<file path="src/rtl/bus_mux_if.sv">
// Bus bundle for bus_mux_reg: one-hot source enables and flattened source
// data in, the registered bus value and its status out.
interface bus_mux_if #(
  parameter int WIDTH = 32,
  parameter int N_SRC = 24,
  parameter int SEL_W = 5,
  parameter int CNT_W = 8
);
  logic [N_SRC*WIDTH-1:0] src_data;
  logic [N_SRC-1:0]       src_en;
  logic                   hold;
  logic                   conflict_clr;
  logic [WIDTH-1:0]       bus_out;
  logic                   bus_valid;
  logic [SEL_W-1:0]       sel_q;
  logic                   conflict;
  logic [CNT_W-1:0]       conflict_cnt;

  modport master (
    output src_data, src_en, hold, conflict_clr,
    input  bus_out, bus_valid, sel_q, conflict, conflict_cnt
  );

  modport slave (
    input  src_data, src_en, hold, conflict_clr,
    output bus_out, bus_valid, sel_q, conflict, conflict_cnt
  );
endinterface

</file>
<file path="src/rtl/bus_mux_reg.sv">
// Registered N_SRC:1 datapath bus multiplexer. The lowest enabled source
// wins, the bus value is held between transfers, and cycles with more than
// one enable are flagged (sticky) and counted (saturating).
module bus_mux_reg #(
  parameter int WIDTH = 32,
  parameter int N_SRC = 24,
  parameter int SEL_W = 5,
  parameter int CNT_W = 8
) (
  input logic     clk,
  input logic     clear,
  bus_mux_if.slave bus
);

  logic [SEL_W-1:0] winner_s;
  logic [WIDTH-1:0] data_s;
  logic             any_s;
  logic             multi_s;

  logic [WIDTH-1:0] bus_out_r;
  logic [SEL_W-1:0] sel_r;
  logic             bus_valid_r;
  logic             conflict_r;
  logic [CNT_W-1:0] conflict_cnt_r;

  // Priority-encode the enables (source 0 highest) and pick the winning data word.
  always_comb begin
    winner_s = {SEL_W{1'b0}};
    data_s   = {WIDTH{1'b0}};
    any_s    = 1'b0;
    for (int i = 0; i < N_SRC; i++) begin
      if (!any_s && bus.src_en[i]) begin
        winner_s = SEL_W'(i);
        data_s   = bus.src_data[i*WIDTH +: WIDTH];
        any_s    = 1'b1;
      end else begin
        any_s    = any_s;
      end
    end
  end

  // Two or more enables: clearing the lowest set bit still leaves something.
  assign multi_s = (bus.src_en & (bus.src_en - N_SRC'(1))) != {N_SRC{1'b0}};

  // Bus register, valid flag and conflict bookkeeping; hold freezes everything.
  always_ff @(posedge clk or posedge clear) begin
    if (clear) begin
      bus_out_r      <= {WIDTH{1'b0}};
      sel_r          <= {SEL_W{1'b0}};
      bus_valid_r    <= 1'b0;
      conflict_r     <= 1'b0;
      conflict_cnt_r <= {CNT_W{1'b0}};
    end else if (bus.hold) begin
      bus_valid_r    <= 1'b0;
    end else begin
      if (any_s) begin
        bus_out_r    <= data_s;
        sel_r        <= winner_s;
        bus_valid_r  <= 1'b1;
      end else begin
        bus_valid_r  <= 1'b0;
      end
      // Clear wins over a conflict arriving in the same cycle.
      if (bus.conflict_clr) begin
        conflict_r     <= 1'b0;
        conflict_cnt_r <= {CNT_W{1'b0}};
      end else if (multi_s) begin
        conflict_r     <= 1'b1;
        if (conflict_cnt_r != {CNT_W{1'b1}}) begin
          conflict_cnt_r <= conflict_cnt_r + CNT_W'(1);
        end else begin
          conflict_cnt_r <= conflict_cnt_r;
        end
      end else begin
        conflict_r     <= conflict_r;
      end
    end
  end

  assign bus.bus_out      = bus_out_r;
  assign bus.sel_q        = sel_r;
  assign bus.bus_valid    = bus_valid_r;
  assign bus.conflict     = conflict_r;
  assign bus.conflict_cnt = conflict_cnt_r;

endmodule

</file>
<file path="src/flat_wrapper.sv">
// flat-port wrapper written by rule: the top's interface ports become plain ports
module bus_mux_reg_flat 
#(
  parameter int WIDTH = 32,
  parameter int N_SRC = 24,
  parameter int SEL_W = 5,
  parameter int CNT_W = 8
)
  (clk, clear, bus_src_data, bus_src_en, bus_hold, bus_conflict_clr, bus_bus_out, bus_bus_valid, bus_sel_q, bus_conflict, bus_conflict_cnt);
  bus_mux_if #(.WIDTH(WIDTH), .N_SRC(N_SRC), .SEL_W(SEL_W), .CNT_W(CNT_W)) bus_i ();
  input logic clk;
  input logic clear;
  input wire logic [$bits(bus_i.src_data)-1:0] bus_src_data;
  input wire logic [$bits(bus_i.src_en)-1:0] bus_src_en;
  input wire logic [$bits(bus_i.hold)-1:0] bus_hold;
  input wire logic [$bits(bus_i.conflict_clr)-1:0] bus_conflict_clr;
  output wire logic [$bits(bus_i.bus_out)-1:0] bus_bus_out;
  output wire logic [$bits(bus_i.bus_valid)-1:0] bus_bus_valid;
  output wire logic [$bits(bus_i.sel_q)-1:0] bus_sel_q;
  output wire logic [$bits(bus_i.conflict)-1:0] bus_conflict;
  output wire logic [$bits(bus_i.conflict_cnt)-1:0] bus_conflict_cnt;
  assign bus_i.src_data = bus_src_data;
  assign bus_i.src_en = bus_src_en;
  assign bus_i.hold = bus_hold;
  assign bus_i.conflict_clr = bus_conflict_clr;
  assign bus_bus_out = bus_i.bus_out;
  assign bus_bus_valid = bus_i.bus_valid;
  assign bus_sel_q = bus_i.sel_q;
  assign bus_conflict = bus_i.conflict;
  assign bus_conflict_cnt = bus_i.conflict_cnt;
  bus_mux_reg #(.WIDTH(WIDTH), .N_SRC(N_SRC), .SEL_W(SEL_W), .CNT_W(CNT_W)) u_core (.clk(clk), .clear(clear), .bus(bus_i));
endmodule
</file>
<file path="config.mk">
export PLATFORM = sky130hd
export DESIGN_NAME = bus_mux_reg_flat
export DESIGN_NICKNAME = d
export VERILOG_FILES = /design/src/rtl/bus_mux_if.sv /design/src/rtl/bus_mux_reg.sv /design/src/flat_wrapper.sv
export SDC_FILE = /design/constraint.sdc
export NUM_CORES = 1
export LEC_CHECK = 0
export BUFFER_PORTS_ARGS = -buffer_cell sky130_fd_sc_hd__clkbuf_2
export CAP_MARGIN = 10
export CORE_AREA = 2 2 326 328
export DETAILED_ROUTE_END_ITERATION = 8
export DIE_AREA = 0 0 328 330
export PLACE_DENSITY = 0.3
export SLEW_MARGIN = 20
export SYNTH_ARGS = -nofsm -noshare
export SYNTH_HDL_FRONTEND = slang
export SYNTH_SLANG_ARGS = --single-unit
</file>
<file path="constraint.sdc">
create_clock -name clk -period 1.9 [get_ports clk]
set_input_delay 0.57 -clock clk [delete_from_list [all_inputs] [get_ports clk]]
set_output_delay 0.57 -clock clk [all_outputs]
set_load 0.05 [all_outputs]
</file>
==> results by group, run 1 <==
GRT
  • Global-route total usage across every layer: 0.223
  • Initial antenna violation count: 66
  • Largest net degree at the start of global routing: 43
  • Total grt overflow: 0
  • First-pass GRT wire length: 164000 um
  • Vias in the first global route: 18445

Route
  • DR pass1 iterations: 5
  • DRT antenna net count: 0
  • DR DRC count: 0
  • Routed vias/inst: 4.40
  • Initial drt markers: 1129
  • Final WL: 127000 um
  • Vias: 18066
  • Wire per inst: 30.9 um

Synthesis
  • Most common flop cell mapped by yosys: dfrtp_1
  • Seq cells post-synth: 47
  • Mean Syn Cell Area: 6.65 um2
  • Ys async rst share: 1.00
  • Cell count after synthesis: 1390
  • Post-synth EDFFs: 0
  • Syn_nets: approximately 2200
  • Synth unique cells: 84
  • Sequential area share after synthesis: 0.127
  • Cell Area, Synth: around 9000 um2
  • Synth top area cells: dfrtp_1 (13%), a22oi_1 (7.2%), a21oi_1 (6.4%)
  • Top-count cell post-synth: nor2_1
  • Synth area leader: dfrtp_1
  • Post-synth top cells: nor2_1 (134), nand2_1 (120), a21oi_1 (118)
  • Post-synth top area share: 0.127
  • Ys Warns: 0

Layout
  • Layout area overhead: 145%
  • Total Nets Final: 3492
  • Layout Utilization: 0.216
  • Area of the multi-input gates: 9430 um2
  • FILL cells: 12019
  • Layout Cells excl Fill: 4106
  • Layout cells sized above 1: 0.647
  • Register area: around 1200 um2

Placed design
  • Placed insts: 3979
  • Routability cong.: a little under 0.9
  • Count of buffers from port buffering: 842
  • HPWL after DPL: around 110000 um

Timing
  • Worst setup margin: -0.965 ns
  • Setup Viol. Count Final: 47
  • Max_slew headroom: 0.515
  • Worst-case hold slack: 0.172 ns
  • Final Cycle Share: 1.51
  • RSZ-0062 raised after global routing: true
  • Fmax: 0.349 GHz
  • Final setup TNS: -37.17 ns
  • Fin crit period: 2.86 ns
  • Clock Skew: 0.00558 ns
  • Slew Viols, Final: 0
  • Worst-Margin Slew: 0.721 ns
  • Final Hold Viols: 0

Critical path
  • Critical Path Source Type: input port
  • Kind of critical path: in2reg
  • Critical path arrival: just over 3 ns
  • Crit end category: flip-flop
  • Reg2reg start: u_core.bus.conflict_cnt[0]
  • Crit. Startpoint: bus_src_en[1]
  • Worst R2R Setup Slack: around 0.1 ns
  • Req. time, crit path: 2.11 ns
  • Largest fanout on the critical path: 8
  • R2r worst-path depth: 6
  • Reg2Reg Capture Point: u_core.bus.conflict_cnt[7]

Power and ir drop
  • PD cells: approximately 270 nW/um2
  • Fraction of power consumed by sequential logic: 0.191
  • Worst ir drop on vdd: between 0.3 and 0.4 mV
  • Leakage: approximately 10 nW
  • Int Power: 3.37 mW
  • Net Sw Frac: 0.455
  • Clk pwr share: 0.198
  • Combinational Power Share: 0.611
  • Switching power: 2.82 mW

Die
  • Row count: roughly 120
  • Die width: 328 um
  • Die ar.: 108000 um2
  • IO Pins: around 840
  • Core area: roughly 100000 um2
  • Die height: 330 um
  • Initial core utilization: 0.0883

Outcome
  • Failing checks: negative setup slack
  • Status: finished with violations

Clock tree
  • Maximum buffer depth of the clock tree: 2
  • Hold-fix buffers, CTS: 0
  • Clock slew at reported path FFs: approximately 0.08 ns
  • Number of buffers created by CTS: 5
  • H-tree depth: 2
  • Root Buffer Master: clkbuf_16
  • CTS sink cnt: 47
  • Clk_lat worst skew: roughly 0.32 ns
  • CTS tree: built

Flow run
  • Number of max-cap violations: 0

Hold path
  • Worst hold path class: in2async
-- cell families after synthesis --
group	share of synthesized area
and+or+nand+nor	0.292
muxes	0.00786
adders and majority gates	0.00244
AOI/OAI and AO/OA	0.492
buffers and inverters	0.0779
DFF	0.127
-- state kept, by name (all words and copies together), names as in the netlist --
name and flops:
u_core.bus.sel_q 5, u_core.bus.conflict 1, u_core.bus.conflict_cnt 8, u_core.bus.bus_out 32, u_core.bus.bus_valid 1
-- layer usage --
metal / global-route usage / share of wire / up-vias
met2: 0.396 / 0.50 / 795
met1: 0.278 / 0.42 / 8842
met4: 0.0455 / 0.018 / 44
li1: - / - / 8249
met5: 0 / 0.0022 / -
met3: 0.0424 / 0.065 / 136
-- worst max path at each step --
stage | end | slack (ns) | cells after the start
2_1_floorplan | u_core.bus.bus_out[21] | -0.81 | 10
6_report | u_core.bus.bus_out[3] | -0.96 | 17
3_5_place_dp | u_core.bus.bus_out[28] | -1.85 | 12
4_1_cts | u_core.bus.bus_out[21] | -0.99 | 14
3_3_place_gp | u_core.bus.sel_q[0] | -2.17 | 11
5_1_grt | u_core.bus.bus_out[3] | -1.01 | 17
-- power by group through the flow --
stage	Combinational [mW]	Clock (mW)	Sequential (mW)
2_1_floorplan	0.842	0	1.55
5_1_grt	4.00	1.28	1.19
6_report	3.78	1.23	1.18
4_1_cts	3.70	1.28	1.18
3_5_place_dp	3.44	0	1.20
3_3_place_gp	3.45	0	1.20
-- repair_timing --
item | CTS | global route
setup buffers | 76 | 40
hold endpoints to repair | 0 | 0
pin swaps | 140 | 99
cloned | 6 | 0
setup endpoints to repair | 47 | 47
gates resized for setup | 362 | 160
-- stage by stage --
stage	setup WS, ns	cell area, um2	power [mW]
3_3_place_gp	-2.17	19000	4.65
6_report	-0.965	22600	6.20
5_1_grt	-1.01	22600	6.48
3_5_place_dp	-1.85	19000	4.64
2_1_floorplan	-0.808	9620	2.39
4_1_cts	-0.989	21500	6.16
-- area by class of cell --
class,instances,area share
clock buffer,5,0.00554
inverter,26,0.00465
sequential,47,0.0520
antenna,19,0.00210
timing repair buffer,1436,0.439
clock inverter,3,0.00210
tap,1391,0.0770
multi-input combinational,1179,0.417
-- critical path, stage by stage --
cell and delay [ns]:
clkbuf_16 0.13, buf_6 0.11, or4_4 0.45, buf_12 0.17, nor3_4 0.21, buf_12 0.15, buf_12 0.10, buf_12 0.11
buf_6 0.10, nand3_4 0.06, buf_12 0.15, buf_12 0.15, buf_6 0.12, o221ai_2 0.15, nor3_1 0.07, a21oi_1 0.17
o21ai_1 0.08
-- layout by cell type, fill, tap and decap left out, types with 21 or more instances in the layout --
cell type,n
buf_6,81
o21ai_0,51
nand4_1,23
dfrtp_1,47
o211ai_1,32
a21oi_2,29
nor3_1,33
o22ai_1,35
nor2_1,113
inv_1,21
buf_4,444
o21ai_1,32
buf_12,57
clkbuf_2,830
a21oi_1,84
nand2_1,113
a221oi_1,25
a22oi_1,86
nand3_1,40
(Power assumes the default switching activity.)
==> inputs of run 2 (changes only) <==
Settings changed: RECOVER_POWER set to 50.
==> run 2 against run 1 <==
The run still ends with negative setup slack left. Final cell count is essentially flat. Fmax is essentially flat. Core utilization is essentially flat. Sequential power is essentially flat. Design area shrank 0.11%. Power shrank 0.13%. Critical path depth is the same. Setup slack lost 0.00062 ns. First-iteration DRC count shrank 0.18%. Die area is the same. Largest cell class unchanged. Largest power group unchanged. Highest routed layer unchanged.
==> results by group, run 2 (same netlist as run 1, synthesis figures left out) <==
Outcome
  • Status: finished with violations (unchanged)
  • Failing checks: negative setup slack (unchanged)

Die
  • Row count: 119 (unchanged)
  • IO Pins: 843 (unchanged)
  • Die ar.: 108000 um2 (unchanged)
  • Initial core utilization: 0.0883 (unchanged)
  • Core area: 105000 um2 (unchanged)
  • Die width: 328 um (unchanged)
  • Die height: 330 um (unchanged)

Route
  • DR DRC count: 0 (unchanged)
  • DRT antenna net count: 0 (unchanged)
  • Wl on met1: 53000 um (was 52700 um)
  • Final WL: 127000 um (about the same)
  • Met3 WL: 7920 um (was 8200 um)
  • Uppermost layer routed: met5 (unchanged)
  • Routed wl met2: 63300 um (was 63400 um)
  • Vias: 18016 (was 18066)
  • Initial drt markers: 1127 (was 1129)
  • DR pass1 iterations: 5 (unchanged)
  • Wire per inst: 30.9 um (about the same)
  • Routed vias/inst: 4.39 (was 4.40)

Critical path
  • Kind of critical path: in2reg (unchanged)
  • Crit end category: flip-flop (unchanged)
  • Worst path most repeated cell: buf_12 (unchanged)
  • Critical path arrival: 3.08 ns (was 3.07 ns)
  • Largest fanout on the critical path: 8 (unchanged)
  • Critical Path Source Type: input port (unchanged)
  • CP max-delay cell: or4_4 (unchanged)
  • Crit-path cells: clkbuf_16 > buf_6 > or4_4 > buf_12 > nor3_4 > buf_12 > buf_12 > buf_12 > buf_6 > nand3_4 > buf_12 > buf_12 > buf_6 > o221ai_2 > nor3_1 > a21oi_1 > o21ai_1 (unchanged)
  • Max stage delay on crit path: 0.45 ns (about the same)
  • Req. time, crit path: 2.11 ns (about the same)

Clock tree
  • Number of buffers created by CTS: 5 (unchanged)
  • Hold-fix buffers, CTS: 0 (unchanged)
  • Maximum buffer depth of the clock tree: 2 (unchanged)
  • CTS sink cnt: 47 (unchanged)
  • H-tree depth: 2 (unchanged)
  • Clock slew at reported path FFs: 0.08 ns (about the same)
  • Root Buffer Master: clkbuf_16 (unchanged)
  • CTS tree: built (unchanged)
  • Clk_lat worst skew: 0.32 ns (about the same)

Layout
  • Most frequent cells in the layout: clkbuf_2 (830), buf_4 (443), nor2_1 (113), nand2_1 (113), a22oi_1 (86) (was clkbuf_2 (830), buf_4 (444), nor2_1 (113), nand2_1 (113), a22oi_1 (86))
  • Total Nets Final: 3492 (unchanged)
  • Layout Cells excl Fill: 4104 (was 4106)
  • Most common cell after layout, fill and taps aside: clkbuf_2 (unchanged)
  • Max reg flops: 32 (unchanged)
  • Layout cells sized above 1: 0.647 (about the same)
  • Layout area overhead: 144% (was 145%)
  • Final Cell Area: 22600 um2 (about the same)
  • Layout Utilization: 0.216 (about the same)

Hold path
  • Worst hold path class: in2async (unchanged)

Timing
  • Fmax: 0.349 GHz (about the same)
  • Worst setup margin: -0.965 ns (about the same)
  • RSZ-0062 raised after global routing: true (unchanged)
  • Final Cycle Share: 1.51 (about the same)
  • Slew Viols, Final: 0 (unchanged)
  • Clock Skew: 0.00385 ns (was 0.00558 ns)
  • Max_slew headroom: 0.291 (was 0.515)
  • Setup Viol. Count Final: 47 (unchanged)
  • Worst-case hold slack: 0.242 ns (was 0.172 ns)
  • Fin crit period: 2.87 ns (was 2.86 ns)
  • Final Hold Viols: 0 (unchanged)
  • Worst-Margin Slew: 1.06 ns (was 0.721 ns)
  • Final setup TNS: -37.44 ns (was -37.17 ns)

GRT
  • Largest net degree at the start of global routing: 43 (unchanged)
  • Vias in the first global route: 18445 (unchanged)
  • First-pass GRT wire length: 164000 um (unchanged)
  • Initial antenna violation count: 66 (unchanged)
  • Global-route total usage across every layer: 0.223 (unchanged)
  • Total grt overflow: 0 (unchanged)

Power and ir drop
  • Worst ir drop on vdd: 0.324 mV (about the same)
  • Clk pwr share: 0.198 (about the same)
  • Fraction of power consumed by sequential logic: 0.191 (about the same)
  • Int Power: 3.37 mW (about the same)
  • Overall power: 6.19 mW (was 6.20 mW)
  • Net Sw Frac: 0.455 (about the same)
  • Switching power: 2.82 mW (about the same)
  • Combinational Power Share: 0.610 (was 0.611)
  • PD cells: 274 nW/um2 (about the same)
  • Leakage: 10.3 nW (about the same)

Flow run
  • Number of max-cap violations: 0 (unchanged)

Placed design
  • Count of buffers from port buffering: 842 (unchanged)
  • Routability cong.: 0.864 (unchanged)
  • Post-DP Area: 19000 um2 (unchanged)
  • HPWL after DPL: 111000 um (unchanged)
  • Pre-CTS setup slack: -1.85 ns (unchanged)
  • Placed insts: 3979 (unchanged)
-- run 2: power by group through the flow --
stage	Sequential, mW	Combinational [mW]	Clock (mW)
4_1_cts	1.18	3.70	1.28
2_1_floorplan	1.55	0.842	0
3_5_place_dp	1.20	3.44	0
6_report	1.18	3.78	1.23
5_1_grt	1.19	4.00	1.28
3_3_place_gp	1.20	3.45	0
-- run 2: final cells by class --
cell class | count | area [um2]
Clock inverter | 3 | 47.5
Sequential cell | 47 | 1180
Antenna cell | 17 | 42.5
Timing Repair Buffer | 1436 | 9910
Clock buffer | 5 | 125
Fill cell | 12023 | 82100
Inverter | 26 | 105
Multi-Input combinational cell | 1179 | 9430
Tap cell | 1391 | 1740
-- run 2: worst paths after layout --
kind | startpoint | to | slack [ns] | cells after the start
setup reg to reg | u_core.bus.conflict_cnt[0] | u_core.bus.conflict_cnt[7] | 0.10 | 6
max in group asynchronous | clear | u_core.bus.bus_out[29] | 0.25 | 3
hold / removal | clear | u_core.bus.bus_out[2] | 0.24 | 2
setup / recovery | bus_src_en[1] | u_core.bus.bus_out[3] | -0.97 | 17
min in group clk | bus_src_data[737] | u_core.bus.bus_out[1] | 0.48 | 3
hold reg to reg | u_core.bus.bus_out[23] | u_core.bus.bus_out[23] | 0.49 | 2
-- run 2: layer usage --
layer / track usage / vias up
met2: 0.396 / 780
met1: 0.278 / 8810
met4: 0.0455 / 44
met3: 0.0424 / 136
met5: 0 / -
li1: - / 8246
-- run 2: what timing repair did --
| action | CTS | global route |
|---|---|---|
| pin swaps | 140 | 99 |
| resized for setup | 362 | 160 |
| endpoints found under the hold margin | 0 | 0 |
| cloned | 6 | 0 |
| buffers inserted | 76 | 40 |
| endpoints found under the setup margin | 47 | 47 |
-- run 2: worst max-delay path, delay by kind of cell --
kind | cells | cell delay [ns]
AOI/OAI and AO/OA | 3 | 0.40
buffers and inverters | 10 | 1.30
and+or+nand+nor | 4 | 0.79
